File: config.mk
export PLATFORM = sky130hd
export DESIGN_NAME = nand_bus_cycle_gen
export DESIGN_NICKNAME = d
export VERILOG_FILES = /design/src/rtl/nand_bus_cycle_gen.sv
export SDC_FILE = /design/constraint.sdc
export NUM_CORES = 1
export LEC_CHECK = 0
export BUFFER_PORTS_ARGS = -buffer_cell sky130_fd_sc_hd__buf_2
export CORE_MARGIN = 2
export CORE_UTILIZATION = 40
export CTS_CLUSTER_SIZE = 24
export DETAILED_ROUTE_END_ITERATION = 7
export PLACE_DENSITY_LB_ADDON = 0.1
export SYNTH_ARGS = -nofsm -noshare
export SYNTH_HDL_FRONTEND = slang
export SYNTH_SLANG_ARGS = --single-unit
File: constraint.sdc
create_clock -name clk -period 2.6 [get_ports clk]
set_clock_uncertainty 0.1 [all_clocks]
set_input_delay 0.26 -clock clk [delete_from_list [all_inputs] [get_ports clk]]
set_output_delay 0.26 -clock clk [all_outputs]
set_load 0.02 [all_outputs]
File: src/rtl/nand_bus_cycle_gen.sv
// -----------------------------------------------------------------------------
// nand_bus_cycle_gen
// Bus-cycle engine sitting below the NAND controller sequencing FSM. The FSM
// hands over one primitive op per handshake (command latch, address latch,
// data write, data read, wait-for-ready). This block produces the timed
// CLE/ALE/WE#/RE#/IO pin sequence, watches R/B#, and reports completion,
// read data and timeout/error status.
//
// Ports:
//   clk         system clock
//   reset_l     asynchronous active-low reset
//   op_valid    op request;          op_ready  high only when idle
//   op_code     0 CMD,1 ADDR,2 WDATA,3 RDATA,4 WAIT_RB (5-7 invalid)
//   op_byte     cmd/addr/data byte, captured at accept
//   op_done     one-cycle completion pulse
//   op_rdata    byte read by the last RDATA op
//   op_timeout  with op_done: WAIT_RB expired
//   op_error    with op_done: invalid op_code
//   ce_en/ce_l  chip enable request / registered active-low pin
//   cle, ale    latch enables;       we_l, re_l  active-low strobes
//   io_out/io_oe/io_in  IO pin drive value, enable and input
//   rb_l        ready/busy# pin (asynchronous, synchronised here)
// -----------------------------------------------------------------------------
module nand_bus_cycle_gen #(
    parameter int T_SETUP    = 1,
    parameter int T_WP       = 1,
    parameter int T_WH       = 1,
    parameter int T_RP       = 1,
    parameter int T_REH      = 1,
    parameter int T_WB       = 5,
    parameter int RB_TIMEOUT = 49999
) (
    input  logic       clk,
    input  logic       reset_l,
    input  logic       op_valid,
    output logic       op_ready,
    input  logic [2:0] op_code,
    input  logic [7:0] op_byte,
    output logic       op_done,
    output logic [7:0] op_rdata,
    output logic       op_timeout,
    output logic       op_error,
    input  logic       ce_en,
    output logic       ce_l,
    output logic       cle,
    output logic       ale,
    output logic       we_l,
    output logic       re_l,
    output logic [7:0] io_out,
    output logic       io_oe,
    input  logic [7:0] io_in,
    input  logic       rb_l
);

    localparam logic [2:0] OP_CMD   = 3'd0;
    localparam logic [2:0] OP_ADDR  = 3'd1;
    localparam logic [2:0] OP_WDATA = 3'd2;
    localparam logic [2:0] OP_RDATA = 3'd3;
    localparam logic [2:0] OP_WAIT  = 3'd4;

    typedef enum logic [3:0] {
        S_IDLE, S_SETUP, S_WE_LO, S_WE_HI, S_RE_LO, S_RE_HI, S_WB, S_RB, S_DONE
    } state_t;

    state_t      r_state;
    state_t      w_state_next;
    logic [15:0] r_cnt;
    logic [15:0] w_cnt_next;
    logic [2:0]  r_code;
    logic [7:0]  r_byte;
    logic        r_op_ready;
    logic        r_rb_meta;
    logic        r_rb_sync;
    logic        r_cle, r_ale, r_we_l, r_re_l, r_io_oe, r_ce_l;
    logic [7:0]  r_io_out;
    logic        r_op_done, r_op_timeout, r_op_error;
    logic [7:0]  r_op_rdata;

    logic        w_accept;
    logic [2:0]  w_code_next;
    logic [7:0]  w_byte_next;
    logic        w_cnt_zero;
    logic        w_timeout_next;
    logic        w_write_phase;

    assign w_accept    = op_valid & r_op_ready;
    assign w_code_next = w_accept ? op_code : r_code;
    assign w_byte_next = w_accept ? op_byte : r_byte;
    assign w_cnt_zero  = (r_cnt == 16'd0);

    // Next-state logic
    always_comb begin
        w_state_next   = r_state;
        w_timeout_next = 1'b0;
        case (r_state)
            S_IDLE: begin
                if (w_accept) begin
                    case (op_code)
                        OP_CMD, OP_ADDR, OP_WDATA: w_state_next = S_SETUP;
                        OP_RDATA:                  w_state_next = S_RE_LO;
                        OP_WAIT:                   w_state_next = S_WB;
                        default:                   w_state_next = S_DONE;
                    endcase
                end
            end
            S_SETUP: if (w_cnt_zero) w_state_next = S_WE_LO;
            S_WE_LO: if (w_cnt_zero) w_state_next = S_WE_HI;
            S_WE_HI: if (w_cnt_zero) w_state_next = S_DONE;
            S_RE_LO: if (w_cnt_zero) w_state_next = S_RE_HI;
            S_RE_HI: if (w_cnt_zero) w_state_next = S_DONE;
            S_WB:    if (w_cnt_zero) w_state_next = S_RB;
            S_RB: begin
                // Ready wins over a simultaneous expiry.
                if (r_rb_sync) begin
                    w_state_next = S_DONE;
                end else if (w_cnt_zero) begin
                    w_state_next   = S_DONE;
                    w_timeout_next = 1'b1;
                end
            end
            S_DONE:  w_state_next = S_IDLE;
            default: w_state_next = S_IDLE;
        endcase
    end

    // Counter loads (duration - 1) on entry to a timed state, so a state
    // lasts exactly its parameter in cycles and exits when the count is 0.
    always_comb begin
        w_cnt_next = w_cnt_zero ? 16'd0 : (r_cnt - 16'd1);
        if (w_state_next != r_state) begin
            case (w_state_next)
                S_SETUP: w_cnt_next = 16'(T_SETUP - 1);
                S_WE_LO: w_cnt_next = 16'(T_WP - 1);
                S_WE_HI: w_cnt_next = 16'(T_WH - 1);
                S_RE_LO: w_cnt_next = 16'(T_RP - 1);
                S_RE_HI: w_cnt_next = 16'(T_REH - 1);
                S_WB:    w_cnt_next = 16'(T_WB - 1);
                S_RB:    w_cnt_next = 16'(RB_TIMEOUT - 1);
                default: w_cnt_next = 16'd0;
            endcase
        end
    end

    assign w_write_phase = (w_state_next == S_SETUP) || (w_state_next == S_WE_LO) ||
                           (w_state_next == S_WE_HI);

    // Pins are registered from the next-state decode so they are glitch-free
    // and line up exactly with the state they belong to.
    always_ff @(posedge clk or negedge reset_l) begin
        if (!reset_l) begin
            r_state      <= S_IDLE;
            r_cnt        <= 16'd0;
            r_code       <= 3'd0;
            r_byte       <= 8'd0;
            r_op_ready   <= 1'b0;
            r_rb_meta    <= 1'b0;
            r_rb_sync    <= 1'b0;
            r_cle        <= 1'b0;
            r_ale        <= 1'b0;
            r_we_l       <= 1'b1;
            r_re_l       <= 1'b1;
            r_io_oe      <= 1'b0;
            r_io_out     <= 8'd0;
            r_ce_l       <= 1'b1;
            r_op_done    <= 1'b0;
            r_op_timeout <= 1'b0;
            r_op_error   <= 1'b0;
            r_op_rdata   <= 8'd0;
        end else begin
            r_state      <= w_state_next;
            r_cnt        <= w_cnt_next;
            r_code       <= w_code_next;
            r_byte       <= w_byte_next;
            r_op_ready   <= (w_state_next == S_IDLE);
            r_rb_meta    <= rb_l;
            r_rb_sync    <= r_rb_meta;
            r_cle        <= w_write_phase && (w_code_next == OP_CMD);
            r_ale        <= w_write_phase && (w_code_next == OP_ADDR);
            r_we_l       <= (w_state_next != S_WE_LO);
            r_re_l       <= (w_state_next != S_RE_LO);
            r_io_oe      <= w_write_phase;
            r_io_out     <= w_write_phase ? w_byte_next : 8'd0;
            r_ce_l       <= ~ce_en;
            r_op_done    <= (w_state_next == S_DONE);
            r_op_timeout <= w_timeout_next;
            // The only direct IDLE->DONE path is an invalid op code.
            r_op_error   <= (r_state == S_IDLE) && (w_state_next == S_DONE);
            if ((r_state == S_RE_LO) && w_cnt_zero)
                r_op_rdata <= io_in;
        end
    end

    assign op_ready   = r_op_ready;
    assign op_done    = r_op_done;
    assign op_rdata   = r_op_rdata;
    assign op_timeout = r_op_timeout;
    assign op_error   = r_op_error;
    assign ce_l       = r_ce_l;
    assign cle        = r_cle;
    assign ale        = r_ale;
    assign we_l       = r_we_l;
    assign re_l       = r_re_l;
    assign io_out     = r_io_out;
    assign io_oe      = r_io_oe;

endmodule

# After elaboration in Yosys (flattened, before gate mapping)
# Index checks and enable logic that the tools add are counted.
# W data, S select, Z words.
[word_totals]
ff_bits = 59
latch_bits = 0
ramBits = 0
mem_bits_ro = 0
in_bits = 24
out_inout_bits = 26
word_cells = 73
n_memories = 0
[classes]
n_addsub = 1
n_mul = 0
n_div = 0
n_lt_le_gt_ge = 0
eq_ne = 21
n_shift = 0
mux = 18
n_bitwise = 2
n_reduce_logical = 13
[op_table]
columns = ["op", "count"]
rows = [
  ["$mux W16", 2],
  ["$pmux W16 S2", 1],
  ["$mux W4", 7],
  ["$pmux W4 S7", 1],
  ["$eq A4 B3 Y1 const B", 6],
  ["$eq A4 B2 Y1 const B", 4],
  ["$logic_not A16 Y1", 1],
  ["$mux W8", 2],
  ["$sub A16 B1 Y16 const B", 1],
  ["$pmux W4 S3", 1],
  ["$eq A4 B1 Y1 const B", 2],
  ["$logic_not A4 Y1", 2],
  ["$eq A3 B1 Y1 const B", 2],
  ["$eq A3 B2 Y1 const B", 2],
  ["$logic_not A3 Y1", 2],
  ["$eq A4 B4 Y1 const B", 1],
  ["$logic_and A1 B1 Y1", 4],
  ["$ne A4 B2 Y1 const B", 1],
  ["$ne A4 B3 Y1 const B", 1],
  ["$ne A4 B4 Y1", 1],
  ["$eq A3 B3 Y1 const B", 1],
  ["$mux W1", 3],
  ["$mux W3", 1],
  ["$reduce_or A3 Y1", 1],
  ["4 further kinds", 5],
]

# Longest topological paths before layout
# Gate-level depths: netlist of the first run.
[logic_depth]
word_depth = 9
ltp_mapped = 9
ltp_nobuf = 8

# Worst setup path after synthesis of the first run
# OpenSTA, ideal clock, no wires.
[synth_path]
kind = "flip-flop to flip-flop"
startpoint = "register r_cnt[0]"
endpoint = "register r_cnt[14]"
setup_ns = 0.079
arrival_ns = 1.937
t_required_ns = 2.421
slack_ns = 0.483
path_stages_with_launch = 9
path_buffers = 1
period_less_slack_ns = 2.117
cell_sequence = "dfrtp_1 inv_1 ha_1 nor4b_2 and4_1 buf_2 and3_1 a2111oi_4 mux2i_1"
[synth_between]
elab_chain_len = 7
elab_cells_between_ends = 15
cone_classes = "add/sub (1); eq/ne (3); mux (10); reduce/logical (1)"
[synth_rtl]
columns = ["element", "line_no", "source"]
rows = [
  ["start: declaration", "67", "logic [15:0] r_cnt;"],
  ["start signal: assignment", "171", "r_cnt <= w_cnt_next;"],
  ["$logic_not A16 Y1", "89", "assign w_cnt_zero = (r_cnt == 16'd0);"],
  ["$mux W4", "108, 110, 116", ""],
  ["$mux W4", "114", "if (r_rb_sync) begin"],
  ["$pmux W4 S7", "95", "case (r_state)"],
  ["$eq A4 B3 Y1", "131", "case (w_state_next)"],
  ["$pmux W16 S2", "131", ""],
  ["$mux W16 *", "130", "if (w_state_next != r_state) begin"],
  ["via w_cnt_next[14]", "68", "logic [15:0] w_cnt_next;"],
]
# Mark *: on every way through the listed nets, which the timed path passes. The rest lies on a longest branch.
# A chain may end at the register's enable or synchronous reset.

# Worst setup path after layout of the first run
[layout_path]
startpoint = "register r_cnt[0]"
endpoint = "register r_we_l (netlist: we_l)"
[layout_between]
elab_chain_len = 5
elab_cells_between_ends = 9
cone_classes = "eq/ne (1); mux (7); reduce/logical (1)"
[layout_rtl]
columns = ["element", "line_no", "source"]
rows = [
  ["$logic_not A16 Y1 *", "89", ""],
  ["$mux W4", "108, 110, 116", ""],
  ["$mux W4", "114", ""],
  ["$pmux W4 S7 *", "95", ""],
  ["$ne A4 B2 Y1 *", "179", "r_we_l <= (w_state_next != S_WE_LO);"],
  ["end signal: assignment", "179", ""],
  ["end: declaration", "74", "logic r_cle, r_ale, r_we_l, r_re_l, r_io_oe, r_ce_l;"],
]
# Mark *: on every way between the ends. The rest lies on a longest branch, timed or not.

==> impl_metrics.env, run 1 <==
export IMPL_synth_area_leaders="dfrtp_1 (52%), mux2_2 (4.6%), mux2_4 (4.5%)"
export IMPL_required_ns=2.75
export IMPL_ys_seq_area_share_pct=55.2
export IMPL_clk_pin_slew_ns=0.07
export IMPL_period_share_pct=92.0
export IMPL_swShare_pct=39.8
export IMPL_finalWirelength_um=5410
export IMPL_die_x_um=85.9
export IMPL_maxSlewViolCount=0
export IMPL_antenna_found_initial=0
export IMPL_netlist_area_um2=2680
export IMPL_synth_seq_cells=59
export IMPL_final_core_util_pct=50.9
export IMPL_irDropWorstVdd_mv=0.633
export IMPL_die_height_um=85.9
export IMPL_fill_cells=586
export IMPL_hold_violations=0
export IMPL_grt_usage_pct=16.0
export IMPL_layout_commonest_cell="dfrtp_1"
export IMPL_p_seq_share_pct=36.9
export IMPL_grt_overflow_total=0
export IMPL_cts_tree="built"
export IMPL_post_synth_top_area_cell="dfrtp_1"
export IMPL_tightestPinTransition_ns=0.638
export IMPL_drtIter0Drc=62
export IMPL_synth_async_sr_flop_share_pct=100
export IMPL_cellInternalPower_mw=2.49
export IMPL_crit_path_end_kind="register"
export IMPL_setup_worst_path_class="reg -> reg"
export IMPL_synth_top_area_share_pct=52.3
export IMPL_fp_coreArea_um2=6420
export IMPL_synth_flop_cell="dfrtp_1"
export IMPL_numCtsBuffers=9
export IMPL_dieArea_um2=7370
export IMPL_status="finished, final reports clean"
export IMPL_diodes=0
export IMPL_worstPathArrival_ns=2.54
export IMPL_grt_max_degree=34
export IMPL_combPwrFrac_pct=45.4
export IMPL_synth_cell_types=48
export IMPL_cp_start_kind="register"
export IMPL_numPortBuffers=49
export IMPL_clock_fmax_mhz=418
export IMPL_rsz0062_at_grt="false"
export IMPL_syn_inst=227
export IMPL_syn_num_nets=252
export IMPL_pwr_share_clk_pct=17.8
export IMPL_cp_max_fo=14
export IMPL_drive_above_1_share_pct=35.7
export IMPL_drt_vias_per_instance=5.10
export IMPL_synth_edf_count=0
export IMPL_clockBufferDepth=2
export IMPL_yosys_warnings=0
export IMPL_drc=0
export IMPL_switchingPower_mw=1.65
export IMPL_io_pins=50
export IMPL_layout_common_cells="dfrtp_1 (56), buf_2 (49), nor2_1 (18)"
export IMPL_clk_latency_ns=0.33
export IMPL_area_growth_pct=21.9
export IMPL_rows=29
export IMPL_route_vias_total=1893
export IMPL_cap_violations=0
export IMPL_avgRoutedWirePerCell_um=14.6
export IMPL_maxSlewHeadroom_pct=57.5
export IMPL_finish_instance_area_um2=3270
export IMPL_hold_class="in -> reg"
export IMPL_cts_num_sinks=59
export IMPL_cts_max_level=3
export IMPL_cellPowerDensity_nw_per_um2=1270
export IMPL_grt_pass1_wl_um=9170
export IMPL_setup_viol=0
export IMPL_hpwl_um=3900
export IMPL_setup_tns_ns=0
export IMPL_synth_avg_cell_area_um2=11.8
export IMPL_place_gp_congestion=0.779
export IMPL_ant_nets=0
export IMPL_seqCellArea_um2=1480
export IMPL_nets=314
export IMPL_grt_pass1_vias=1948
export IMPL_start_util_pct=41.7
export IMPL_clock_root_buffer="clkbuf_8"
export IMPL_multi_input_area_um2=1130
export IMPL_leakage_nw=1.60
export IMPL_finalCriticalPeriod_ns=2.39
export IMPL_place_area_um2=3050
export IMPL_first_pass_iters=6
==> synth_stat cells, drive strengths merged (2+ instances only) <==
master  instances
dfrtp          56
mux2           19
nor2           19
nand2          15
a21oi          11
nand4           9
inv             8
buf             7
mux2i           6
nand3           6
nor4            6
xnor2           6
o22ai           5
and2            4
or3             4
xor2            4
and3            3
and3b           3
clkbuf          3
dfstp           3
nor3            3
nor3b           3
o211ai          3
a211oi          2
a31oi           2
o41ai           2
==> path summary, 6_finish.rpt <==
check                                     from                       to  slack (ns)  depth (start not counted)
setup / recovery            r_cnt[0]$_DFF_PN0_           we_l$_DFF_PN1_        0.21                          7
min in group asynchronous              reset_l       r_cnt[9]$_DFF_PN0_        0.39                          2
max in group asynchronous              reset_l           ce_l$_DFF_PN1_        1.35                          3
setup reg to reg            r_cnt[0]$_DFF_PN0_           we_l$_DFF_PN1_        0.21                          7
hold / removal                        io_in[1]  op_rdata[1]$_DFFE_PN0P_        0.05                          2
hold reg to reg            r_rb_meta$_DFF_PN0_      r_rb_sync$_DFF_PN0_        0.25                          0
==> worst max-delay path, stage by stage (launching register included) <==
cell and delay (ns):
dfrtp_1 0.42, inv_1 0.07, ha_1 0.19, nor4b_2 0.27, and4_1 0.38, mux2i_1 0.36
nor2_4 0.14, or3_1 0.37
==> timing repair <==
item,in CTS,in global routing
resized for setup,0,1
endpoints found under the hold margin,27,0
buffers inserted,0,0
hold buffers,3,0
endpoints found under the setup margin,0,1
==> metal layers <==
metal | share of wire [%] | up-vias | track usage (%)
met5 | 0 | - | 0
met4 | 1.2 | 0 | 6.06
met3 | 4.3 | 6 | 4.62
met2 | 48 | 34 | 25.2
met1 | 47 | 917 | 21.0
li1 | - | 936 | -
==> metrics by stage <==
stage	instances	total power, mW	hold WS [ns]	setup WS [ns]
after floorplan	227	2.90	-0.136	0.483
after global placement	352	3.40	0.224	0.277
after detailed placement	352	3.43	0.219	0.216
after CTS	371	4.18	0.0431	0.208
after global routing	371	4.45	0.0482	0.0116
final	371	4.14	0.0548	0.209
==> sequential cells by signal, summed over array words and instances (netlist names), 3 cells and up <==
name      count
r_byte        8
r_cnt        16
op_rdata      8
r_state       4
io_out        8
r_code        3
==> power groups by stage <==
stage | Clock [mW] | Sequential, mW | Combinational [mW]
after floorplan | 0 | 1.67 | 1.23
after global placement | 0 | 1.53 | 1.87
after detailed placement | 0 | 1.54 | 1.88
after CTS | 0.764 | 1.53 | 1.89
after global routing | 0.802 | 1.57 | 2.08
final | 0.735 | 1.52 | 1.88
==> logic make-up after synthesis <==
| family | share of synthesized area [%] |
|---|---|
| XOR/XNOR | 3.27 |
| adder cells (fa/ha/maj) | 0.467 |
| buffers and inverters | 2.94 |
| flip-flops | 55.2 |
| AND/OR/NAND/NOR | 17.9 |
| AO/OA/AOI/OAI | 8.82 |
| multiplexers | 11.3 |
==> cell type report <==
cell class,count,area share (%)
flip-flops and latches,59,45.3
clock buffers,10,4.21
multi-input cells,150,34.5
inverters,8,0.919
well taps,77,2.95
clock inverters,6,1.26
repair buffers,61,10.9
Power figures use the tool's default switching activity.
==> run 2: changes to the inputs <==
--- a/config.mk
+++ b/config.mk
@@ -10,7 +10,9 @@
 export CORE_UTILIZATION = 40
 export CTS_CLUSTER_SIZE = 24
 export DETAILED_ROUTE_END_ITERATION = 7
+export HOLD_SLACK_MARGIN = 0.15
 export PLACE_DENSITY_LB_ADDON = 0.1
+export SLEW_MARGIN = 20
 export SYNTH_ARGS = -nofsm -noshare
 export SYNTH_HDL_FRONTEND = slang
 export SYNTH_SLANG_ARGS = --single-unit
==> run 2 against run 1 <==
  * Via count is 3.3% higher
  * Utilization is 2.8 points higher
  * Maximum frequency hardly changed
  * Sequential cell count stayed put
  * Clock power hardly changed
  * Power is 0.55% higher
  * Critical endpoint unchanged
==> impl_metrics.env, run 2 (synthesis gave the netlist of run 1 again) <==
export IMPL_die_height_um=85.9
export IMPL_drtIter0Drc=62
export IMPL_hold_class="in -> reg"
export IMPL_setup_worst_path_class="reg -> reg"
export IMPL_maxSlewHeadroom_pct=57.5
export IMPL_period_share_pct=91.9
export IMPL_hold_violations=0
export IMPL_numCtsBuffers=9
export IMPL_rows=29
export IMPL_dieArea_um2=7370
export IMPL_finalWirelength_um=5550
export IMPL_startpoint="r_cnt[0]$_DFF_PN0_"
export IMPL_drt_vias_per_instance=5.03
export IMPL_grt_pass1_wl_um=9430
export IMPL_worstPathArrival_ns=2.54
export IMPL_die_x_um=85.9
export IMPL_first_pass_iters=6
export IMPL_drc=0
export IMPL_maxSlewViolCount=0
export IMPL_slowest_delay_ns=0.42
export IMPL_cellPowerDensity_nw_per_um2=1210
export IMPL_cts_num_sinks=59
export IMPL_cts_max_level=3
export IMPL_clock_fmax_mhz=419
export IMPL_finalCriticalPeriod_ns=2.39
export IMPL_crit_slowest_cell="dfrtp_1"
export IMPL_r2r_start="r_cnt[0]$_DFF_PN0_"
export IMPL_cts_tree="built"
export IMPL_grt_pass1_vias=2039
export IMPL_diodes=0
export IMPL_crit_chain="inv_1, ha_1, nor4b_2, and4_1, mux2i_1, nor2_4, or3_1"
export IMPL_required_ns=2.75
export IMPL_clockBufferDepth=2
export IMPL_clock_root_buffer="clkbuf_8"
export IMPL_area_growth_pct=28.6
export IMPL_setup_tns_ns=0
export IMPL_io_pins=50
export IMPL_nets=332
export IMPL_hpwl_um=3900
export IMPL_layout_common_cells="dfrtp_1 (56), buf_2 (49), dlygate4sd3_1 (21)"
export IMPL_rsz0062_at_grt="false"
export IMPL_status="finished, final reports clean"
export IMPL_fill_cells=576
export IMPL_top_register="r_cnt"
export IMPL_cap_violations=0
export IMPL_cp_start_kind="register"
export IMPL_postCtsSetupRepairBufs=0
export IMPL_finalNonFillerCells=389
export IMPL_min_delay_start="op_code[0]"
export IMPL_route_vias_total=1955
export IMPL_ant_nets=0
export IMPL_numPortBuffers=49
export IMPL_largest_register_ffs=16
export IMPL_setup_viol=0
export IMPL_dp_cells=352
export IMPL_drive_above_1_share_pct=33.7
export IMPL_grt_usage_pct=16.4
export IMPL_fp_coreArea_um2=6420
export IMPL_tightestPinTransition_ns=0.638
export IMPL_avgRoutedWirePerCell_um=14.3
export IMPL_crit_path_end_kind="register"
export IMPL_leakage_nw=1.67
export IMPL_irDropWorstVdd_mv=0.633
export IMPL_clk_pin_slew_ns=0.06
export IMPL_layout_commonest_cell="dfrtp_1"
export IMPL_cp_max_fo=14
export IMPL_grt_overflow_total=0
export IMPL_grt_max_degree=34
export IMPL_place_gp_congestion=0.779
export IMPL_antenna_found_initial=0
export IMPL_clk_latency_ns=0.33
export IMPL_start_util_pct=41.7
## run 2: changes by cell type in the layout (fill, tap and decap cells not counted), sizes merged
| cell | previous run | this run |
|---|---|---|
| dlygate4sd3 | 3 | 21 |
## run 2: cell type report
type	instances	area (um^2)	share of cell area, %
clock buffer	10	138	3.99
clock inverter	6	41.3	1.20
inverter	8	30.0	0.871
multi-input combinational	150	1130	32.7
sequential	59	1480	42.9
tap	77	96.3	2.79
timing repair buffer	79	536	15.5
## run 2: worst max-delay path: cells and delay by family, from the launching register on
family	cells	cell delay (ns)
muxes	1	0.36
adders and majority gates	1	0.19
DFF	1	0.42
and+or+nand+nor	4	1.16
buffers and inverters	1	0.07
## run 2: what timing repair did
| item | CTS | global route |
|---|---|---|
| hold buffers | 21 | 0 |
| setup endpoints to repair | 0 | 1 |
| gates resized for setup | 0 | 1 |
| hold endpoints to repair | 45 | 0 |
## run 2: path summary, 6_finish.rpt
check                                            to  slack, ns  cells past startpoint
worst max-delay path                 we_l$_DFF_PN1_       0.21                      7
worst min-delay path            r_code[0]$_DFF_PN0_       0.17                      2
worst max register to register       we_l$_DFF_PN1_       0.21                      7
worst min register to register  r_rb_sync$_DFF_PN0_       0.25                      0
max in group asynchronous            ce_l$_DFF_PN1_       1.35                      3
min in group asynchronous        r_cnt[9]$_DFF_PN0_       0.39                      2
## run 2: metrics by stage
| step | worst slack (ns) | instance area (um^2) | util, % | hold slack [ns] | power (mW) |
|---|---|---|---|---|---|
| finish | 0.211 | 3450 | 53.7 | 0.170 | 4.16 |
| global route | 0.0116 | 3450 | 53.7 | 0.154 | 4.47 |
| CTS | 0.208 | 3440 | 53.6 | 0.153 | 4.20 |
| detailed placement | 0.216 | 3050 | 47.5 | 0.219 | 3.43 |
| global placement | 0.277 | 3050 | 47.5 | 0.224 | 3.40 |
| floorplan | 0.483 | 2680 | - | -0.136 | 2.90 |
## run 2: layer usage
metal	up-vias	GRT usage [%]	part of all wire [%]
li1	973	-	-
met1	942	21.2	46
met2	34	26.5	48
met3	6	4.52	4.1
met4	0	6.06	1.1
met5	-	0	0
## run 2: report_power, final
part	total (mW)	switching, mW	internal, mW
registers	1.52	0.243	1.28
clock network	0.735	0.366	0.369
logic	1.90	1.04	0.855
